--- src/rtl/basic_dp_share_pkg.sv ---
// rtl/basic_dp_share_pkg.sv - shared types and constants for the datapath share controller
package basic_dp_share_pkg;

    typedef enum logic [1:0] {
        ST_IDLE  = 2'd0,
        ST_ISSUE = 2'd1,
        ST_WAIT  = 2'd2,
        ST_RESP  = 2'd3
    } state_e;

    // Width of the latency down-counter; covers LAT up to 15.
    localparam int CNT_W = 4;

    // Index width for a requester number; never narrower than one bit.
    function automatic int idx_w(input int n);
        return (n > 1) ? $clog2(n) : 1;
    endfunction

endpackage

--- src/rtl/basic_dp_share_ctrl_rr_pick.sv ---
// rtl/basic_dp_share_ctrl_rr_pick.sv - combinational round-robin winner picker
// Ports:
//   req_i  - per-requester request bits
//   ptr_i  - index where the search starts
//   win_o  - index of the first set request at or after ptr_i (wrapping)
//   any_o  - high when at least one request is set
module rr_pick
    import basic_dp_share_pkg::*;
#(
    parameter int NREQ  = 4,
    parameter int IDX_W = idx_w(NREQ)
) (
    input  logic [NREQ-1:0]  req_i,
    input  logic [IDX_W-1:0] ptr_i,
    output logic [IDX_W-1:0] win_o,
    output logic             any_o
);

    logic [IDX_W-1:0] idx;
    logic             found;

    // Walk ptr, ptr+1, ... wrapping at NREQ; the first set bit wins.
    always_comb begin
        win_o = '0;
        found = 1'b0;
        idx   = '0;
        for (int i = 0; i < NREQ; i++) begin
            idx = IDX_W'((int'(ptr_i) + i) % NREQ);
            if (!found && req_i[idx]) begin
                win_o = idx;
                found = 1'b1;
            end
        end
        any_o = found;
    end

endmodule

--- src/rtl/basic_dp_share_ctrl.sv ---
// rtl/basic_dp_share_ctrl.sv - round-robin sequencer sharing one register/OR datapath
// Ports:
//   CLK, ASYNCRESET   - clock, asynchronous active-high reset
//   req, a, b         - per-requester request level and packed operands
//   gnt               - one-hot pulse in the cycle the operands are issued
//   dp_valid, dp_a/b  - issue strobe and operands to the shared datapath
//   dp_result         - datapath OR result
//   resp_valid/_data  - one-hot response held until resp_ready
//   resp_ready        - response accept from the granted requester
//   busy              - controller is not idle
module basic_dp_share_ctrl
    import basic_dp_share_pkg::*;
#(
    parameter int NREQ  = 4,
    parameter int WIDTH = 2,
    parameter int LAT   = 1
) (
    input  logic                  CLK,
    input  logic                  ASYNCRESET,
    input  logic [NREQ-1:0]       req,
    input  logic [NREQ*WIDTH-1:0] a,
    input  logic [NREQ*WIDTH-1:0] b,
    output logic [NREQ-1:0]       gnt,
    output logic                  dp_valid,
    output logic [WIDTH-1:0]      dp_a,
    output logic [WIDTH-1:0]      dp_b,
    input  logic [WIDTH-1:0]      dp_result,
    output logic [NREQ-1:0]       resp_valid,
    output logic [WIDTH-1:0]      resp_data,
    input  logic                  resp_ready,
    output logic                  busy
);

    localparam int               IDX_W    = idx_w(NREQ);
    localparam logic [CNT_W-1:0] CNT_LOAD = CNT_W'(LAT - 1);
    localparam logic [IDX_W-1:0] LAST_IDX = IDX_W'(NREQ - 1);

    state_e             state_q, state_d;
    logic [IDX_W-1:0]   ptr_q, ptr_d;
    logic [IDX_W-1:0]   sel_q, sel_d;
    logic [CNT_W-1:0]   cnt_q, cnt_d;
    logic [WIDTH-1:0]   op_a_q, op_a_d;
    logic [WIDTH-1:0]   op_b_q, op_b_d;
    logic [WIDTH-1:0]   res_q, res_d;

    logic [IDX_W-1:0]   win;
    logic               any;

    rr_pick #(
        .NREQ  (NREQ),
        .IDX_W (IDX_W)
    ) u_pick (
        .req_i (req),
        .ptr_i (ptr_q),
        .win_o (win),
        .any_o (any)
    );

    always_comb begin
        state_d = state_q;
        ptr_d   = ptr_q;
        sel_d   = sel_q;
        cnt_d   = cnt_q;
        op_a_d  = op_a_q;
        op_b_d  = op_b_q;
        res_d   = res_q;
        case (state_q)
            ST_IDLE: begin
                if (any) begin
                    sel_d   = win;
                    // Operands are latched at selection so the datapath inputs
                    // come straight from registers through ISSUE and WAIT.
                    for (int i = 0; i < NREQ; i++) begin
                        if (win == IDX_W'(i)) begin
                            op_a_d = a[i*WIDTH +: WIDTH];
                            op_b_d = b[i*WIDTH +: WIDTH];
                        end
                    end
                    state_d = ST_ISSUE;
                end
            end
            ST_ISSUE: begin
                cnt_d   = CNT_LOAD;
                state_d = ST_WAIT;
            end
            ST_WAIT: begin
                if (cnt_q == '0) begin
                    res_d   = dp_result;
                    state_d = ST_RESP;
                end else begin
                    cnt_d = cnt_q - CNT_W'(1);
                end
            end
            ST_RESP: begin
                if (resp_ready) begin
                    ptr_d   = (sel_q == LAST_IDX) ? '0 : sel_q + IDX_W'(1);
                    state_d = ST_IDLE;
                end
            end
            default: state_d = ST_IDLE;
        endcase
    end

    always_ff @(posedge CLK or posedge ASYNCRESET) begin
        if (ASYNCRESET) begin
            state_q <= ST_IDLE;
            ptr_q   <= '0;
            sel_q   <= '0;
            cnt_q   <= '0;
            op_a_q  <= '0;
            op_b_q  <= '0;
            res_q   <= '0;
        end else begin
            state_q <= state_d;
            ptr_q   <= ptr_d;
            sel_q   <= sel_d;
            cnt_q   <= cnt_d;
            op_a_q  <= op_a_d;
            op_b_q  <= op_b_d;
            res_q   <= res_d;
        end
    end

    // Every output is a decode of registered state, so reset clears them at once.
    assign gnt        = (state_q == ST_ISSUE) ? (NREQ'(1) << sel_q) : '0;
    assign dp_valid   = (state_q == ST_ISSUE);
    assign dp_a       = op_a_q;
    assign dp_b       = op_b_q;
    assign resp_valid = (state_q == ST_RESP) ? (NREQ'(1) << sel_q) : '0;
    assign resp_data  = res_q;
    assign busy       = (state_q != ST_IDLE);

endmodule
--- config.mk ---
export PLATFORM = sky130hd
export DESIGN_NAME = basic_dp_share_ctrl
export DESIGN_NICKNAME = d
export VERILOG_FILES = /design/src/rtl/basic_dp_share_pkg.sv /design/src/rtl/basic_dp_share_ctrl_rr_pick.sv /design/src/rtl/basic_dp_share_ctrl.sv
export SDC_FILE = /design/constraint.sdc
export NUM_CORES = 1
export LEC_CHECK = 0
export ABC_AREA = 0
export CORE_ASPECT_RATIO = 1.75
export CORE_MARGIN = 3
export CORE_UTILIZATION = 43
export CTS_BUF_LIST = sky130_fd_sc_hd__clkbuf_4 sky130_fd_sc_hd__clkbuf_8 sky130_fd_sc_hd__clkbuf_16
export CTS_CLUSTER_SIZE = 25
export DETAILED_ROUTE_END_ITERATION = 8
export GPL_TIMING_DRIVEN = 0
export PLACE_DENSITY_LB_ADDON = 0.25
export SLEW_MARGIN = 0
export SYNTH_ARGS = -nofsm -noshare
export SYNTH_HDL_FRONTEND = slang
export SYNTH_SLANG_ARGS = --single-unit
--- constraint.sdc ---
create_clock -name CLK -period 2 [get_ports CLK]
set_input_delay 0.2 -clock CLK [delete_from_list [all_inputs] [get_ports CLK]]
set_output_delay 0.2 -clock CLK [all_outputs]
set_load 0.05 [all_outputs]
Yosys cells after proc, flatten, opt, wreduce, memory -nomap -nowiden
Index checks and enable logic that the tools add are counted.
{"block": "word_totals", "output_inout_bits": 16, "mem_bits_ro": 0, "ram_bits": 0, "mem_count": 0, "latchBits": 0, "regBits": 16}
{"block": "op_classes", "shift": 1, "reduce_logical": 18, "multipliers": 0, "div": 0, "n_bitwise": 0, "mux": 33, "n_lt_le_gt_ge": 4, "eq_ne": 11, "addsub": 5}
{"operator": "2-to-1 mux 2 bit", "n": 16}
{"operator": "< comparator 2 x 3 -> 1 bit (second input constant)", "n": 4}
{"operator": "2-to-1 mux 4 bit", "n": 3}
{"operator": "== test 2 bit (second input constant)", "n": 5}
{"operator": "binary-select mux 1 bit (select 2 bit)", "n": 4}
{"operator": "2-to-1 mux 1 bit", "n": 8}
{"operator": "inequality test 2 bit (second input constant)", "n": 4}
{"operator": "case mux 2 bit (4 select lines)", "n": 1}
{"operator": "case mux 4 bit (2 select lines)", "n": 1}
{"operator": "AND reduction 2 bit", "n": 4}
{"operator": "AND reduction 3 bit", "n": 2}
{"operator": "adder 2 x 1 -> 2 bit (second input constant)", "n": 2}
{"operator": "adder 2 bit (second input constant)", "n": 2}
{"operator": "== test 2 x 1 -> 1 bit (second input constant)", "n": 2}
{"operator": "zero test 2 bit", "n": 2}
{"operator": "zero test 4 bit", "n": 1}
{"operator": "nonzero test 2 bit", "n": 2}
{"operator": "nonzero test 4 bit", "n": 1}
{"operator": "<< shifter 1 x 2 -> 4 bit (first input constant)", "n": 1}
{"operator": "subtractor 4 x 1 -> 4 bit (second input constant)", "n": 1}
{"operator": "logical AND 1 bit", "n": 3}
{"operator": "zero test 1 bit", "n": 3}

Logic depth before layout (Yosys ltp)
Gate-level depths: netlist of the first run.
{"block": "depth", "word_depth": 17, "mapped_depth": 7, "mapped_depth_nobuf": 7}

By module
A second synthesis of the first run with hierarchy kept.
{"block": "hier_totals", "cells_unflattened": 99, "area_unflattened_um2": 1063.5}
{"mod": "basic_dp_share_ctrl", "instances": 1, "area_each_um2": 985.9, "seq_area_each_um2": 400.4, "cells_per_inst": 84}
{"mod": "rr_pick", "instances": 1, "area_each_um2": 77.6, "seq_area_each_um2": 0.0, "cells_per_inst": 15}

Least setup slack after synthesis of the first run
Ideal clock, no wire load.
{"block": "synth_path", "path_kind": "reg2reg", "from": "register state_q[0]", "to": "register op_a_q[0], in the netlist dp_a[0]", "n_path_buf": 0, "path_stages_with_launch": 8, "path_slack_ns": 0.116, "synth_period_minus_slack_ns": 1.884, "t_arrival_ns": 1.743, "required_ns": 1.859, "setup_time_ns": 0.141, "path_cell_list": "dfrtp_1 > inv_1 > ha_1 > inv_1 > a31oi_2 > nand4_1 > a221oi_1 > a211oi_1"}
{"block": "synth_via", "elab_chain_cells": 2}
{"item": "from (decl)", "line_no": "basic_dp_share_ctrl.sv:38", "text": "state_e state_q, state_d;"}
{"item": "from (signal assigned)", "line_no": "basic_dp_share_ctrl.sv:114", "text": "state_q <= state_d;"}
{"item": "zero test 2 bit", "line_no": "basic_dp_share_ctrl.sv:67", "text": "case (state_q)"}
{"item": "AND reduction 3 bit (no source line)"}
{"item": "to (signal assigned)", "line_no": "basic_dp_share_ctrl.sv:118", "text": "op_a_q <= op_a_d;"}
{"item": "to (decl)", "line_no": "basic_dp_share_ctrl.sv:42", "text": "logic [WIDTH-1:0] op_a_q, op_a_d;"}
No other way between the ends.
A chain may end at the register's enable or synchronous reset.

Worst setup path in the final report of the first run
{"block": "layout_path", "from": "register state_q[1]", "to": "output gnt[0]"}
{"block": "layout_via", "elab_chain_cells": 2}
{"item": "== test 2 x 1 -> 1 bit", "line_no": "basic_dp_share_ctrl.sv:125", "text": "assign gnt = (state_q == ST_ISSUE) ? (NREQ'(1) << sel_q) : '0;"}
{"item": "2-to-1 mux 4 bit", "line_no": "basic_dp_share_ctrl.sv:125"}
{"item": "to (decl)", "line_no": "basic_dp_share_ctrl.sv:23", "text": "output logic [NREQ-1:0] gnt,"}
No other way between the ends.

==> metrics.md, run 1 <==
| Metric | Value |
|---|---|
| Run status | complete, no violations |
| Number of remaining DRC errors | 0 |
| Main synth FF type | dfrtp_1 |
| Die Area | 3175 um2 |
| Static power due to leakage | 0.7511 nW |
| Number of clock sinks seen by CTS | 16 |
| Wire length of the first global-routing pass | 4457 um |
| Register bit count reported by yosys | 16 |
| Most common cell after layout, fill and taps aside | clkdlybuf4s50_1 |
| Total setup violations reported at the end of the flow | 0 |
| Final hold viol count | 0 |
| CTS HTree Levels | 1 |
| Global-route total usage across every layer | 0.1834 |
| CTS tree | done |
| WP data arrival | 1.69 ns |
| Largest driver fanout on the critical path | 6 |
| Part of the total power dissipated in the clock network | 0.132 |
| Most frequent cells in the layout | 30 x clkdlybuf4s50_1, 16 x dfrtp_1, 11 x inv_1, 10 x ha_1, 10 x dlygate4sd2_1 |
| Power per Cell Area | 1394 nW/um2 |
| Hold bufs inserted after CTS | 0 |
| Mapped Nets | 148 |
| Number of antenna diodes | 0 |
| Max_cap viols | 0 |
| Clk Latency, worst-skew pair | 0.25 ns |
| Horizontal die dimension | 43.90 um |
| PortBufs | 40 |
| Synthesized area divided by synthesized cell count | 9.567 um2 |
| Flop pwr share | 0.251 |
| Category of the critical setup timing path | register to primary output |
| Cell type with the highest aggregate area in the netlist | dfrtp_1 |
| Worst r2r dst | dp_a[0] |
| Combined area of all synthesized cells | 1081 um2 |
| Top cells by area in the synthesized netlist | dfrtp_1 37%, ha_1 12%, and2_1 5.2% |
| Crit start category | register |
| Longest individual stage delay on the worst path | 0.53 ns |
| Die Height | 72.33 um |
| Data required time at the worst endpoint | 1.80 ns |
| Clock Skew | 0.001933 ns |
| Sum of internal, switching and leakage power | 2.191 mW |
| Length of routed wiring on met1 | 927 um |
| Type of the most critical hold path | input port to async pin |
| Net count, final | 194 |
| Max Fclk | 0.5298 GHz |
| Type of element capturing the critical path | primary output |
| Fill cells | 205 |
| Top-Level Pins | 41 |
| Clock period minus worst slack | 1.887 ns |
| Launch instance of the worst register-to-register path | state_q[1] |
| Slew headroom | 0.5951 |
| Share of the yosys chip area belonging to registers | 0.3704 |
| Worst reg-to-reg path cell count | 7 |
| DRT Pass-1 Iters | 4 |
| Worst Tran Pin Value | 0.6067 ns |
| GPL Wtd Cong | 0.7803 |
| Clock transition at path regs | 0.07 ns |
| Ordered cell list for the critical path | inv_1, ha_1, and2_1, dlygate4sd2_1 |
| Dominant delay contributor by cell family on the critical path | buffers and inverters |
| Share of synthesized flip-flops with an asynchronous set or reset | 1.000 |
| Total clock buffers created by CTS | 3 |
| Highest routed layer | met4 |
| Slowest-stage cell, CP | dlygate4sd2_1 |
| Via count of the first global-routing pass | 1,054 |
| Power spent charging and discharging nets | 1.070 mW |
| Detail-routed net length per standard cell | 14.67 um |
| Final Routed Wirelength | 2684 um |
| Final setup TNS | 0 ns |
| Total number of vias | 1,005 |
| Dpl hpwl | 2269 um |
| Share of the clock period used by the worst path | 0.9437 |
| Switching fraction of total power | 0.4884 |
| Portion of synthesized cell area occupied by the leading cell type | 0.3704 |
| Maximum vdd ir drop | 0.7047 mV |
| Met2 routed wirelength | 1592 um |
| Register-to-register setup slack | 0.17 ns |
| Instance count of the mapped netlist | 113 |
| Slew Limit Fails | 0 |
| Congestion Overflow GR | 0 |
| ANT nets after route | 0 |
| Area of the core region | 2331 um2 |
| Total length of routed met3 wires | 82 um |
| Layout cells sized above 1 | 0.08228 |
| Setup repair after global routing missed its margin | no |
| Number of design-rule violations left by the first detailed-router iteration | 18 |
| Library cell used as clock root buffer | clkbuf_8 |
| Clock buffer depth | 2 |
| Number of synthesized flops with an enable pin | 0 |
| Warnings, synthesis | 0 |
| Starting density of the core | 0.4638 |
| Area overhead of the layout relative to synthesis | 45.37% |
| Antenna violations before repair | 0 |
| Number of vias per cell | 5.492 |
| Pin count of the biggest net entering global routing | 17 |
| Internal | 1.121 mW |
| Logic pwr share | 0.617 |
| Critical path buffer and inverter count | 2 |
| Standard-cell rows | 23 |
| Unique cell type count in the Yosys netlist | 35 |
-- cell usage after synthesis, types with 2 or more instances --
cell	count
inv_1	11
a211oi_1	4
mux2i_1	4
a221oi_1	4
nand2_1	5
nand2b_1	3
dfrtp_1	16
nand3_1	4
nor2_1	5
and2b_1	4
and2_1	9
o31ai_1	2
o21ai_1	2
ha_1	10
nand4_1	2
a21oi_1	2
o21ai_0	6
mux2_2	3
-- stage by stage --
step	setup WS, ns	hold slack (ns)	std cells	area (um2)	utilization
after floorplan	0.1161	0.1137	113	1081	-
after global placement	-0.1582	0.4928	178	1513	0.6490
after detailed placement	-0.1761	0.4969	178	1513	0.6490
after CTS	0.02765	0.3412	182	1564	0.6710
after global routing	0.009051	0.3901	183	1572	0.6742
final	0.1125	0.3164	183	1572	0.6742
-- kinds of logic after synthesis --
logic type | after synthesis | share of synthesized area
and+or+nand+nor | 40 | 0.2130
buffers and inverters | 12 | 0.04861
DFF | 16 | 0.3704
AOI/OAI and AO/OA | 27 | 0.1759
muxes | 7 | 0.06829
xor gates and xnor gates | 1 | 0.008103
adders and majority gates | 10 | 0.1157
-- sequential cells by signal (all words and copies together) (netlist names) --
name and count:
dp_b 2, dp_a 2, ptr_q 2, state_q 2
cnt_q 4, sel_q 2, resp_data 2
-- worst reg2reg max path, stage by stage, from the launching register on --
cell and delay (ns):
dfrtp_1 0.40, inv_1 0.10, ha_1 0.26, inv_1 0.12
a31oi_4 0.17, nand4_1 0.24, a221oi_1 0.29, a211oi_1 0.09
-- power by group through the flow --
stage                     Clock [mW]  Sequential (mW)  Combinational (mW)
after floorplan                    0            0.737               0.741
after global placement             0            0.542                1.33
after detailed placement           0            0.550                1.38
after CTS                      0.293            0.548                1.35
after global routing           0.307            0.566                1.46
final                          0.288            0.550                1.35
-- what timing repair did --
item                                    in CTS  in global routing
pin swaps                                    0                  1
resized for setup                           11                  0
setup buffers                                0                  1
endpoints found under the setup margin      14                  4
-- metal layers --
metal	up-vias	global-route usage
met2	27	0.3490
met3	8	0.02233
li1	490	-
met5	-	0
met1	480	0.1845
met4	0	0.09060
-- worst max path at each step --
stage	slack, ns	startpoint	depth (start not counted)	end
2_1_floorplan	0.12	state_q[0]	7	dp_a[0]
3_3_place_gp	-0.16	req[1]	6	dp_b[1]
3_5_place_dp	-0.18	req[1]	6	dp_a[0]
4_1_cts	0.03	state_q[0]	7	dp_a[0]
5_1_grt	0.009	state_q[1]	4	gnt[0]
6_report	0.11	state_q[1]	4	gnt[0]
-- final cells by class --
type / instances / area [um2] / share of cell area
multi-input combinational: 85 / 636.9 / 0.4053
sequential: 16 / 400.4 / 0.2548
timing repair buffer: 41 / 395.4 / 0.2516
clock buffer: 4 / 55.05 / 0.03503
inverter: 11 / 41.29 / 0.02627
tap: 25 / 31.28 / 0.01990
buffer: 1 / 11.26 / 0.007166
No activity file was read; power rests on OpenSTA's default activity.
==> inputs of run 2 (changes only) <==
--- a/config.mk
+++ b/config.mk
@@ -17,4 +17,5 @@
 export SLEW_MARGIN = 0
 export SYNTH_ARGS = -nofsm -noshare
 export SYNTH_HDL_FRONTEND = slang
+export SYNTH_HIERARCHICAL = 1
 export SYNTH_SLANG_ARGS = --single-unit
==> run 2 against run 1 <==
- clock skew about the same
- sequential cell count unchanged
- sequential power increased by 0.9%
- clock power decreased by 1%
- final cell count decreased by 6.0%
- count of clock-buffer cells in the layout unchanged
- highest routed layer unchanged
==> metrics.md, run 2 <==
| Metric | Value |
|---|---|
| GPL Wtd Cong | 0.7722 |
| Run status | complete, no violations |
| Reg with most FFs | cnt_q |
| Static power due to leakage | 0.7661 nW |
| Warnings, synthesis | 6 |
| Category of the critical setup timing path | register to register |
| Instance count of the mapped netlist | 99 |
| Dpl hpwl | 1926 um |
| Crit start category | register |
| Clock Skew | 0.001673 ns |
| Clock buffer depth | 2 |
| Die Area | 3130 um2 |
| Share of synthesized area spent on multiplexers | 0.2200 |
| Layout cells sized above 1 | 0.1973 |
| Number of synthesized flops with an enable pin | 0 |
| Die Height | 71.79 um |
| Register bit count reported by yosys | 16 |
| Total clock buffers created by CTS | 3 |
| Internal | 1.225 mW |
| WP data arrival | 2.08 ns |
| Total setup violations reported at the end of the flow | 0 |
| Data required time at the worst endpoint | 2.13 ns |
| Total number of vias | 904 |
| Detail-routed net length per standard cell | 13.80 um |
| Clock period minus worst slack | 1.951 ns |
| Longest individual stage delay on the worst path | 0.54 ns |
| Dominant delay contributor by cell family on the critical path | multiplexers |
| Share of the clock period used by the worst path | 0.9756 |
| Setup repair after global routing missed its margin | yes |
| Net count, final | 183 |
| DRT Pass-1 Iters | 4 |
| End-of-flow core utilization | 0.6892 |
| Library cell used as clock root buffer | clkbuf_8 |
| Wire length of the first global-routing pass | 3953 um |
| Number of antenna diodes | 0 |
| Portion of synthesized cell area occupied by the leading cell type | 0.3765 |
| Xor/xnor cell area share of the yosys netlist | 0 |
| Number of vias per cell | 5.256 |
| Slew headroom | 0.5813 |
| Hold bufs inserted after CTS | 0 |
| Congestion Overflow GR | 0 |
| Ordered cell list for the critical path | inv_2, a221o_1, a21oi_4, mux4_2, mux2_2 |
| ANT nets after route | 0 |
| Clock transition at path regs | 0.06 ns |
| Power per Cell Area | 1417 nW/um2 |
| Horizontal die dimension | 43.60 um |
| Starting density of the core | 0.4563 |
| Final worst hold slack | 0.3408 ns |
| Slew Limit Fails | 0 |
| Worst Tran Pin Value | 0.6274 ns |
| Sum of internal, switching and leakage power | 2.276 mW |
| Cell type with the highest aggregate area in the netlist | dfrtp_1 |
| Mapped Nets | 134 |
| Number of design-rule violations left by the first detailed-router iteration | 11 |
| Maximum vdd ir drop | 0.6737 mV |
| Share of the yosys chip area belonging to registers | 0.3765 |
| Most common cell in the synthesized netlist | dfrtp_1 |
| PortBufs | 40 |
| Share of synthesized flip-flops with an asynchronous set or reset | 1.000 |
| Post-Synth Simple-Gate Area | 0.1435 |
| CTS tree | done |
| Logic pwr share | 0.631 |
| Flop pwr share | 0.244 |
| Type of element capturing the critical path | register |
| Area of the core region | 2331 um2 |
| Synthesized area divided by synthesized cell count | 10.74 um2 |
| Switching fraction of total power | 0.4619 |
| Top-Level Pins | 41 |
| Max_cap viols | 0 |
| Final Routed Wirelength | 2373 um |
| Number of remaining DRC errors | 0 |
| Number of clock sinks seen by CTS | 16 |
| Main synth FF type | dfrtp_1 |
| Slowest-stage cell, CP | mux4_2 |
| Critical path buffer and inverter count | 1 |
| Max Fclk | 0.5125 GHz |
| Antenna violations before repair | 0 |
| Area overhead of the layout relative to synthesis | 51.06% |
| Final hold viol count | 0 |
| CTS HTree Levels | 1 |
| Unique cell type count in the Yosys netlist | 28 |
| Top cells by area in the synthesized netlist | dfrtp_1 38%, ha_1 12%, mux2_2 9.5% |
| Global-route total usage across every layer | 0.1638 |
| Part of the total power dissipated in the clock network | 0.125 |
| Combined area of all synthesized cells | 1064 um2 |
| Via count of the first global-routing pass | 945 |
| Combinational family with the most area after synthesis | multiplexers |
| Synthesized-area fraction occupied by ao, oa, aoi and oai cells | 0.08118 |
| Power spent charging and discharging nets | 1.051 mW |
| Most common cell after layout, fill and taps aside | clkdlybuf4s50_1 |
| Cell types with the highest counts after synthesis | 16 x dfrtp_1, 13 x inv_1, 10 x ha_1 |
| Clk Latency, worst-skew pair | 0.24 ns |
| Type of the most critical hold path | input port to async pin |
| Most frequent cells in the layout | 27 x clkdlybuf4s50_1, 16 x dfrtp_1, 13 x inv_1, 9 x ha_1 |
| Adder and majority cell fraction of the synthesized area | 0.1176 |
| Pin count of the biggest net entering global routing | 17 |
| Max FFs per register | 4 |
| Standard-cell rows | 23 |
| Largest driver fanout on the critical path | 5 |
## run 2: cell types whose count changed after synthesis, moves of 2 or more
cell / before / now
nand4_1: 2 / 0
mux2_2: 3 / 9
inv_1: 11 / 13
mux4_2: 0 / 4
nand3_1: 4 / 2
and2b_1: 4 / 0
mux2i_1: 4 / 2
a211oi_1: 4 / 0
o21ai_1: 2 / 0
mux2_1: 0 / 2
a221oi_1: 4 / 0
nand2_1: 5 / 8
a21oi_1: 2 / 4
o21ai_0: 6 / 1
## run 2: worst paths after layout
check,start,endpoint,slack [ns],depth (start not counted)
max reg2reg,ptr_q[0],dp_b[0],0.05,5
max in group asynchronous,ASYNCRESET,resp_data[0],1.25,2
min,ASYNCRESET,resp_data[1],0.34,2
min in group CLK,resp_data[1],resp_data[1],0.52,1
max,ptr_q[0],dp_b[0],0.05,5
min reg2reg,resp_data[1],resp_data[1],0.52,1
## run 2: through the flow
step | setup TNS [ns] | worst slack [ns] | instance area [um2] | cells
4_1_cts | 0 | 0.01823 | 1554 | 169
5_1_grt | -0.1563 | -0.06144 | 1607 | 172
3_5_place_dp | -1.754 | -0.4603 | 1499 | 164
6_report | 0 | 0.04889 | 1607 | 172
3_3_place_gp | -1.574 | -0.3955 | 1499 | 164
2_1_floorplan | 0 | 0.07052 | 1067 | 99
## run 2: cell families (layout without fill, tap and decap cells)
family,after synthesis,in the layout
simple gates,28,28
compound gates,12,12
buf+inv,16,64
mux,17,17
flops,16,16
fa+ha+maj,10,10
## run 2: repair_timing
action,in CTS,in global routing
cloned,0,0
endpoints found under the setup margin,14,9
resized for setup,13,10
setup buffers,1,3
endpoints found under the hold margin,0,0
pin swaps,2,3
## run 2: area by class of cell
cell class | count | area, um2
repair buffers | 44 | 422.9
plain buffers | 1 | 7.507
well taps | 25 | 31.28
fillers | 188 | 724.4
multi-input cells | 67 | 631.9
inverters | 15 | 57.56
flip-flops and latches | 16 | 400.4
clock buffers | 4 | 55.05
## run 2: power groups by stage
stage	Clock [mW]	Sequential, mW	Combinational (mW)
5_1_grt	0.300	0.576	1.56
6_report	0.284	0.555	1.44
3_5_place_dp	0	0.564	1.43
4_1_cts	0.290	0.555	1.42
2_1_floorplan	0	0.760	0.801
3_3_place_gp	0	0.554	1.39
## run 2: per-layer routing
metal,vias up,part of all wire,routed length [um],global-route usage
li1,441,-,-,-
met1,439,0.31,743,0.1621
met2,22,0.64,1530,0.3214
met3,2,0.033,79,0.02764
met4,0,0.0080,19,0.05369
met5,-,0,0,0
